File: src/rtl/rocket_axi_rd_arbiter_pkg.sv
// Shared AXI constants, AR FSM state and requester indices for the Rocket AXI read arbiter.
// Grant policy of rocket_axi_rd_arbiter is selected by RD_ARB_ROUND_ROBIN_EN.
package rocket_axi_pkg;

    localparam logic [1:0] AXI_BURST_FIXED = 2'b00;
    localparam logic [1:0] AXI_BURST_INCR  = 2'b01;
    localparam logic [1:0] AXI_BURST_WRAP  = 2'b10;

    localparam logic [1:0] AXI_RESP_OKAY   = 2'b00;
    localparam logic [1:0] AXI_RESP_EXOKAY = 2'b01;
    localparam logic [1:0] AXI_RESP_SLVERR = 2'b10;
    localparam logic [1:0] AXI_RESP_DECERR = 2'b11;

    localparam int REQ_CORE  = 0;
    localparam int REQ_HOST  = 1;
    localparam int NUM_REQ   = 2;

    typedef enum logic {
        AR_IDLE = 1'b0,
        AR_BUSY = 1'b1
    } ar_state_t;

    // Width-independent part of an AR request; ID and address are parameterised in the top.
    typedef struct packed {
        logic [7:0] len;
        logic [2:0] size;
        logic [1:0] burst;
        logic [3:0] cache;
        logic [2:0] prot;
    } ar_attr_t;

endpackage

File: src/rtl/rocket_axi_rd_arbiter_rr.sv
// Two-way arbiter with a one-hot grant. RD_ARB_ROUND_ROBIN_EN selects round-robin;
// otherwise requester 0 has fixed priority and no pointer register exists.
module rr_arbiter_2 (
    input  logic       clk,
    input  logic       rst,
    input  logic [1:0] req,
    input  logic       advance,
    output logic [1:0] grant
);

`ifdef RD_ARB_ROUND_ROBIN_EN
    // Index of the requester that wins the next tie.
    logic prio;

    always_comb begin
        grant = 2'b00;
        if (req == 2'b11)
            grant[prio] = 1'b1;
        else
            grant = req;
    end

    always_ff @(posedge clk) begin
        if (rst)
            prio <= 1'b0;
        else if (advance)
            prio <= grant[0];
    end
`else
    logic unused_fixed;
    assign unused_fixed = &{1'b0, clk, rst, advance};

    always_comb begin
        grant = 2'b00;
        if (req[0])
            grant = 2'b01;
        else if (req[1])
            grant = 2'b10;
    end
`endif

endmodule

File: src/rtl/rocket_axi_rd_arbiter.sv
// Shares one AXI4 read master between the core port (s0) and the host loader (s1).
// Grant policy: round-robin with RD_ARB_ROUND_ROBIN_EN defined, fixed s0 priority otherwise.
module rocket_axi_rd_arbiter
    import rocket_axi_pkg::*;
#(
    parameter int C_S_ID_WIDTH      = 5,
    parameter int C_ADDR_WIDTH      = 32,
    parameter int C_DATA_WIDTH      = 64,
    parameter int C_MAX_OUTSTANDING = 4
) (
    input  logic                    m_axi_aclk,
    input  logic                    m_axi_areset,

    input  logic [C_S_ID_WIDTH-1:0] s0_arid,
    input  logic [C_ADDR_WIDTH-1:0] s0_araddr,
    input  logic [7:0]              s0_arlen,
    input  logic [2:0]              s0_arsize,
    input  logic [1:0]              s0_arburst,
    input  logic [3:0]              s0_arcache,
    input  logic [2:0]              s0_arprot,
    input  logic                    s0_arvalid,
    output logic                    s0_arready,
    output logic [C_S_ID_WIDTH-1:0] s0_rid,
    output logic [C_DATA_WIDTH-1:0] s0_rdata,
    output logic [1:0]              s0_rresp,
    output logic                    s0_rlast,
    output logic                    s0_rvalid,
    input  logic                    s0_rready,

    input  logic [C_S_ID_WIDTH-1:0] s1_arid,
    input  logic [C_ADDR_WIDTH-1:0] s1_araddr,
    input  logic [7:0]              s1_arlen,
    input  logic [2:0]              s1_arsize,
    input  logic [1:0]              s1_arburst,
    input  logic [3:0]              s1_arcache,
    input  logic [2:0]              s1_arprot,
    input  logic                    s1_arvalid,
    output logic                    s1_arready,
    output logic [C_S_ID_WIDTH-1:0] s1_rid,
    output logic [C_DATA_WIDTH-1:0] s1_rdata,
    output logic [1:0]              s1_rresp,
    output logic                    s1_rlast,
    output logic                    s1_rvalid,
    input  logic                    s1_rready,

    output logic [C_S_ID_WIDTH:0]   m_axi_arid,
    output logic [C_ADDR_WIDTH-1:0] m_axi_araddr,
    output logic [7:0]              m_axi_arlen,
    output logic [2:0]              m_axi_arsize,
    output logic [1:0]              m_axi_arburst,
    output logic [3:0]              m_axi_arcache,
    output logic [2:0]              m_axi_arprot,
    output logic                    m_axi_arvalid,
    input  logic                    m_axi_arready,

    input  logic [C_S_ID_WIDTH:0]   m_axi_rid,
    input  logic [C_DATA_WIDTH-1:0] m_axi_rdata,
    input  logic [1:0]              m_axi_rresp,
    input  logic                    m_axi_rlast,
    input  logic                    m_axi_rvalid,
    output logic                    m_axi_rready
);

    localparam int             CW    = $clog2(C_MAX_OUTSTANDING + 1);
    localparam logic [CW-1:0]  MAX_O = CW'(C_MAX_OUTSTANDING);

    ar_state_t                       ar_state;
    ar_attr_t                        ar_attr_q;
    logic [NUM_REQ-1:0][CW-1:0]      outst;
    logic [NUM_REQ-1:0]              arvalid_vec;
    logic [NUM_REQ-1:0]              elig;
    logic [NUM_REQ-1:0]              req;
    logic [NUM_REQ-1:0]              grant;
    logic [NUM_REQ-1:0]              inc;
    logic [NUM_REQ-1:0]              dec;
    logic                            grant_any;
    logic                            ar_owner;
    logic                            r_sel;
    logic                            ar_hs;
    logic                            r_last_hs;

    // ---------------- AR arbitration ----------------
    assign arvalid_vec = {s1_arvalid, s0_arvalid};

    always_comb begin
        for (int i = 0; i < NUM_REQ; i++)
            elig[i] = arvalid_vec[i] && (outst[i] < MAX_O);
    end

    // Requests are only offered while IDLE so arready never depends on m_axi_arready.
    assign req       = (ar_state == AR_IDLE) ? elig : '0;
    assign grant_any = |grant;

    rr_arbiter_2 u_arb (
        .clk     (m_axi_aclk),
        .rst     (m_axi_areset),
        .req     (req),
        .advance (grant_any),
        .grant   (grant)
    );

    assign s0_arready = grant[REQ_CORE];
    assign s1_arready = grant[REQ_HOST];

    // ---------------- AR register / FSM ----------------
    always_ff @(posedge m_axi_aclk) begin
        if (m_axi_areset) begin
            ar_state      <= AR_IDLE;
            m_axi_arvalid <= 1'b0;
            m_axi_arid    <= '0;
            m_axi_araddr  <= '0;
            ar_attr_q     <= '0;
        end else begin
            case (ar_state)
                AR_IDLE: begin
                    if (grant_any) begin
                        ar_state      <= AR_BUSY;
                        m_axi_arvalid <= 1'b1;
                        if (grant[REQ_HOST]) begin
                            m_axi_arid   <= {1'b1, s1_arid};
                            m_axi_araddr <= s1_araddr;
                            ar_attr_q    <= '{len: s1_arlen, size: s1_arsize, burst: s1_arburst,
                                              cache: s1_arcache, prot: s1_arprot};
                        end else begin
                            m_axi_arid   <= {1'b0, s0_arid};
                            m_axi_araddr <= s0_araddr;
                            ar_attr_q    <= '{len: s0_arlen, size: s0_arsize, burst: s0_arburst,
                                              cache: s0_arcache, prot: s0_arprot};
                        end
                    end
                end
                AR_BUSY: begin
                    if (m_axi_arready) begin
                        ar_state      <= AR_IDLE;
                        m_axi_arvalid <= 1'b0;
                    end
                end
                default: begin
                    ar_state      <= AR_IDLE;
                    m_axi_arvalid <= 1'b0;
                end
            endcase
        end
    end

    assign m_axi_arlen   = ar_attr_q.len;
    assign m_axi_arsize  = ar_attr_q.size;
    assign m_axi_arburst = ar_attr_q.burst;
    assign m_axi_arcache = ar_attr_q.cache;
    assign m_axi_arprot  = ar_attr_q.prot;

    // ---------------- R routing (purely combinational) ----------------
    assign r_sel        = m_axi_rid[C_S_ID_WIDTH];
    assign m_axi_rready = r_sel ? s1_rready : s0_rready;

    assign s0_rvalid = m_axi_rvalid & ~r_sel;
    assign s1_rvalid = m_axi_rvalid &  r_sel;
    assign s0_rid    = m_axi_rid[C_S_ID_WIDTH-1:0];
    assign s1_rid    = m_axi_rid[C_S_ID_WIDTH-1:0];
    assign s0_rdata  = m_axi_rdata;
    assign s1_rdata  = m_axi_rdata;
    assign s0_rresp  = m_axi_rresp;
    assign s1_rresp  = m_axi_rresp;
    assign s0_rlast  = m_axi_rlast;
    assign s1_rlast  = m_axi_rlast;

    // ---------------- Outstanding-burst counters ----------------
    assign ar_owner  = m_axi_arid[C_S_ID_WIDTH];
    assign ar_hs     = (ar_state == AR_BUSY) && m_axi_arvalid && m_axi_arready;
    assign r_last_hs = m_axi_rvalid && m_axi_rready && m_axi_rlast;

    always_comb begin
        for (int i = 0; i < NUM_REQ; i++) begin
            inc[i] = ar_hs     && (ar_owner == 1'(i));
            dec[i] = r_last_hs && (r_sel    == 1'(i));
        end
    end

    // Saturating at both ends; a same-cycle inc and dec cancel.
    always_ff @(posedge m_axi_aclk) begin
        if (m_axi_areset) begin
            outst <= '0;
        end else begin
            for (int i = 0; i < NUM_REQ; i++) begin
                if (inc[i] && !dec[i] && (outst[i] != MAX_O))
                    outst[i] <= outst[i] + CW'(1);
                else if (dec[i] && !inc[i] && (outst[i] != '0))
                    outst[i] <= outst[i] - CW'(1);
            end
        end
    end

endmodule

File: config.mk
export PLATFORM = sky130hd
export DESIGN_NAME = rocket_axi_rd_arbiter
export DESIGN_NICKNAME = d
export VERILOG_FILES = /design/src/rtl/rocket_axi_rd_arbiter_pkg.sv /design/src/rtl/rocket_axi_rd_arbiter_rr.sv /design/src/rtl/rocket_axi_rd_arbiter.sv
export SDC_FILE = /design/constraint.sdc
export NUM_CORES = 1
export LEC_CHECK = 0
export CORE_AREA = 2 2 157 159
export DETAILED_ROUTE_END_ITERATION = 8
export DIE_AREA = 0 0 159 161
export PLACE_DENSITY = 0.55
export REMOVE_ABC_BUFFERS = 1
export SETUP_SLACK_MARGIN = 0.3
export SYNTH_ARGS = -nofsm -noshare
export SYNTH_HDL_FRONTEND = slang
export SYNTH_HIERARCHICAL = 1
export SYNTH_SLANG_ARGS = --single-unit
File: constraint.sdc
create_clock -name m_axi_aclk -period 5.3 [get_ports m_axi_aclk]
set_input_delay 0.53 -clock m_axi_aclk [delete_from_list [all_inputs] [get_ports m_axi_aclk]]
set_output_delay 0.53 -clock m_axi_aclk [all_outputs]
set_load 0.01 [all_outputs]
After elaboration in Yosys (flattened, before gate mapping)
Cells that the tools add are included. Widths: inputs -> output; s select.

Register bits: 66. Input port bits: 195. Output and inout port bits: 208. Word-level logic and storage cells: 72.

Add/sub/neg operators: 4. Order comparisons: 2. Equal/unequal tests: 4. Multiplexer cells: 17. Bitwise operators: 5. Reduce and logical (&&, ||, !) cells: 29.

Operators with widths (count): $mux 32 (1); $mux 20 (1); $logic_and 1x1->1 (18); $mux 3 (4); $add 3x1->3 const B (2); $lt 3x3->1 const B (2); $mux 2 (3); $mux 6 (1); $ne 3x3->1 const B (2); $reduce_bool 3->1 (2); $sub 3x1->3 const B (2); $mux 1 (5); $logic_not 1->1 (4); $ne 2x2->1 const B (2); $pmux 1 s2 (2); $reduce_and 2->1 (2); $reduce_bool 2->1 (2); $not 1->1 (3); $and 1x1->1 (2); $reduce_or 2->1 (1).

Depth between registers and ports, before layout
Depth in word-level cells: 8. Gate-level depth with buffers: 11.

Hierarchy
Netlist, hierarchy kept.

By module, submodules not included: rocket_axi_rd_arbiter (times used 1, cells an instance 471, area each 4516.8 µm², sequential area each 1321.3 µm²); rr_arbiter_2 (times used 1, cells an instance 2, area each 21.3 µm², sequential area each 0.0 µm²).

Worst setup path before layout
No wires, ideal clock.

Path kind: input -> register. From: in s0_arvalid. To: reg m_axi_arvalid. Data arrival time: 1.997 ns. Data required time: 5.165 ns. Setup slack: 3.169 ns. Stages on the path: 10. Path buffers: 4. Path through: nor3b_1 > nor2b_4 > buf_2 > or2_1 > nor2b_4 > buf_6 > buf_6 > buf_6 > a21oi_1 > nor2_1.

Word-level cells in the longest chain between the ends: 6.

Ends and longest elaborated chain: from (decl) (line rocket_axi_rd_arbiter.sv:21) `input logic s0_arvalid,`; $logic_and 1x1->1 (line rocket_axi_rd_arbiter.sv:87) `elig[i] = arvalid_vec[i] && (outst[i] < MAX_O);`; $mux 2 (line rocket_axi_rd_arbiter.sv:91) `assign req = (ar_state == AR_IDLE) ? elig : '0;`; $mux 2 (line rocket_axi_rd_arbiter_rr.sv:35) `if (req[0])`; via s1_arready (line rocket_axi_rd_arbiter.sv:38) `output logic s1_arready,`; $reduce_or 2->1 (line rocket_axi_rd_arbiter.sv:92) `assign grant_any = |grant;`; via grant_any (line rocket_axi_rd_arbiter.sv:76) `logic grant_any;`; $ne 2x2->1 (no source line); $reduce_and 2->1 (no source line); to (signal assigned) (line rocket_axi_rd_arbiter.sv:109) `m_axi_arvalid <= 1'b0;`; to (signal assigned) (line rocket_axi_rd_arbiter.sv:118) `m_axi_arvalid <= 1'b1;`; to (signal assigned) (line rocket_axi_rd_arbiter.sv:135) `m_axi_arvalid <= 1'b0;`; to (decl) (line rocket_axi_rd_arbiter.sv:53) `output logic m_axi_arvalid,`.

The timed path passes the listed nets, and every way through them passes these cells. A chain may end at the register's enable or synchronous reset.

Worst setup path after layout
From: in s1_arvalid. To: out s1_arready.

Word-level cells in the longest chain between the ends: 4.

Ends and longest elaborated chain: from (decl) (line rocket_axi_rd_arbiter.sv:37) `input logic s1_arvalid,`; $logic_and 1x1->1 (line rocket_axi_rd_arbiter.sv:87); $mux 2 (line rocket_axi_rd_arbiter.sv:91); via req[1] (line rocket_axi_rd_arbiter.sv:72) `logic [NUM_REQ-1:0] req;`; $mux 2 (line rocket_axi_rd_arbiter_rr.sv:37) `else if (req[1])`; $mux 2 (line rocket_axi_rd_arbiter_rr.sv:35); to (decl) (line rocket_axi_rd_arbiter.sv:38).

The timed path passes the listed nets, and every way through them passes these cells.

==> impl_metrics.json <==
{
  "final-setup-viol-count": 0,
  "drc": 0,
  "die_y_um": 161,
  "hold_violations": 0,
  "place_congestion": 0.9079,
  "cts.path.max_buffers": 2,
  "fin_crit_sh_pct": 56.79,
  "yosysWarnings": 6,
  "fillCellCount": 2658,
  "crit_cells": 5,
  "ir_drop_mv": 0.1421,
  "mostFrequentLayoutCells": "clkdlybuf4s50_1 (188), dfxtp_1 (66), nor2_1 (60)",
  "path_buf_inv": 3,
  "multi_input_area_mm2": 0.001918,
  "coreArea_mm2": 0.02396,
  "crit_fanout": 27,
  "worst_hold_path.num_cells": 2,
  "synth_area_leader_cell": "dfxtp_1",
  "io_buffers": 189,
  "layout.nets": 698,
  "power.density_mw_per_mm2": 300.3,
  "place_ws_ns": 2.156,
  "crit_family": "buffers and inverters",
  "worstPathRequired_ns": 4.77,
  "postCtsHoldBufs": 0,
  "hpwlAfterDp_um": 22730,
  "wl_um": 26330,
  "internal-power_uw": 1251,
  "min_period_ns": 3.010,
  "fmax_ghz": 0.3322,
  "clk_latency_ns": 0.33,
  "post_cts_buffers": 0,
  "post-route-util_pct": 24.58,
  "power_frac_clock_pct": 34.4,
  "power.leakage_uw": 0.002004,
  "cts.sinks": 66,
  "critPathSlowestCell": "clkdlybuf4s50_1",
  "first_pass_iters": 4,
  "viasPerCell": 4.273,
  "synth-seq-cells": 66,
  "syn_avg_cell_area_um2": 9.594,
  "worstPathCellList": "clkdlybuf4s50_1 -> nor3b_1 -> nor2b_4 -> buf_4 -> clkdlybuf4s50_1",
  "num_io_pins": 403,
  "first_iter_violations": 183,
  "clk_pin_slew_worst_paths_ns": 0.06,
  "fin_ws_ns": 2.290,
  "drive_gt1_share_pct": 15.87,
  "min_path_type": "flip-flop to flip-flop",
  "critPathMaxStageDelay_ns": 0.67,
  "cp-end-kind": "output port",
  "drv_slew": 0,
  "rows": 57,
  "yosys.area.top_type_share_pct": 29.11,
  "grt_max_degree": 77,
  "grt_usage_pct": 19.94,
  "fin_skew_ns": 0.005286,
  "mostFrequentLayoutCell": "clkdlybuf4s50_1",
  "p_sw_uw": 518.3,
  "r2r_cells": 6,
  "syn_area_mm2": 0.004538,
  "grt_pass1_vias": 3309,
  "rsz0062_at_grt": "no",
  "criticalPathCategory": "input port to output port",
  "numCtsBuffers": 9,
  "maxCapViolations": 0,
  "antenna_found_initial": 1,
  "die_area_mm2": 0.02560,
  "cts-resized-gates": 0,
  "fp.dieW_um": 159,
  "synthTopCellsByArea": "dfxtp_1 (29%), buf_4 (24%), a211oi_2 (14%)",
  "grt_overflow_total": 0,
  "postRouteAntennaNets": 0,
  "comb_power_share_pct": 31.5,
  "pwr-share-seq_pct": 34.1,
  "seqCellArea_mm2": 0.001321,
  "start_util_pct": 18.94,
  "sw_frac_of_total_pct": 29.30,
  "vias": 3542,
  "worst_setup_path_start_kind": "input port",
  "worst_pin_slew_ns": 0.7949,
  "cts_tree": "yes",
  "critPathMostFrequentCell": "clkdlybuf4s50_1",
  "area_delta_synth_final_pct": 29.80,
  "cp.arrival_ns": 2.48,
  "cts_htree_levels": 3,
  "cts_root_buf": "clkbuf_16",
  "grt_pass1_wl_um": 33450,
  "routedWlPerCell_um": 31.76,
  "synthCells": 473,
  "outcome": "finished, final reports clean",
  "fin_tns_setup_ns": 0,
  "slew-limit-headroom_pct": 47.01,
  "ys_seq_area_share_pct": 29.11,
  "synth_cell_types": 36
}
==> logic make-up after synthesis <==
| group | count (synthesis) | share of synthesized area, % |
|---|---|---|
| compound gates | 72 | 17.37 |
| xor+xnor | 6 | 1.489 |
| simple gates | 87 | 9.264 |
| fa+ha+maj | 2 | 0.8823 |
| flops | 66 | 29.12 |
| buf+inv | 180 | 28.62 |
| mux | 60 | 13.26 |
==> power by group through the flow <==
stage | Clock (uW) | Sequential [uW] | Combinational [uW]
floorplan | 0 | 639 | 238
global placement | 0 | 612 | 561
detailed placement | 0 | 612 | 564
CTS | 638 | 602 | 566
global route | 654 | 611 | 599
finish | 609 | 602 | 558
==> final timing paths <==
check / start / endpoint / slack (ns)
max: s1_arvalid / s1_arready / 2.29
min: m_axi_araddr[4] / m_axi_araddr[4] / 0.50
max reg2reg: outst[2] / m_axi_arlen[2] / 2.68
min reg2reg: m_axi_araddr[4] / m_axi_araddr[4] / 0.50
==> cell usage after synthesis (all sizes together) <==
master,instances
buf,162
dfxtp,66
nor2,60
a211oi,59
mux2i,59
clkbuf,15
a21oi,5
nand3,4
nor3b,4
xnor2,4
inv,3
nand2,3
nor2b,3
or2,3
a2111oi,2
a311oi,2
fa,2
nor3,2
nor4,2
o211ai,2
xor2,2
and2,1
and4,1
and4b,1
mux2,1
nand2b,1
nand4,1
nand4b,1
o21a,1
o21ai,1
==> worst register-to-register path, cell delays in order, from the launching register on <==
cell and delay, ns:
dfxtp_1 0.41, nor3b_1 0.59, or2_1 0.21, nor2b_4 0.55
buf_12 0.42, nor2_1 0.17, a211oi_2 0.21
==> metrics by stage <==
stage / instances / hold WS [ns] / cell area, um^2 / power (uW)
2_1_floorplan: 296 / 0.5049 / 3251 / 877.6
3_3_place_gp: 814 / 0.4878 / 5595 / 1173
3_5_place_dp: 814 / 0.4947 / 5595 / 1176
4_1_cts: 828 / 0.5029 / 5888 / 1807
5_1_grt: 828 / 0.5158 / 5888 / 1863
6_report: 829 / 0.4990 / 5891 / 1769
==> area by class of cell <==
| cell class | count | share of cell area (%) |
|---|---|---|
| clock inverter | 3 | 0.6797 |
| sequential | 66 | 22.43 |
| inverter | 3 | 0.1912 |
| tap | 324 | 6.882 |
| clock buffer | 11 | 4.291 |
| multi-input combinational | 227 | 32.56 |
| timing repair buffer | 194 | 32.92 |
| antenna | 1 | 0.04248 |
==> metal layers <==
layer / global-route usage, % / vias up / routed length, um
li1: - / 1532 / -
met2: 31.28 / 438 / 11780
met1: 14.39 / 1544 / 7202
met4: 3.058 / 8 / 177
met3: 26.09 / 20 / 6861
met5: 9.848 / - / 304
==> state kept, by name (all words and copies together), names as in the netlist <==
register,cells
m_axi_arvalid,1
ar_state,1
m_axi_arsize,3
outst,6
m_axi_arprot,3
m_axi_araddr,32
m_axi_arburst,2
m_axi_arcache,4
m_axi_arid,6
m_axi_arlen,8
No activity file was read; power rests on OpenSTA's default activity.
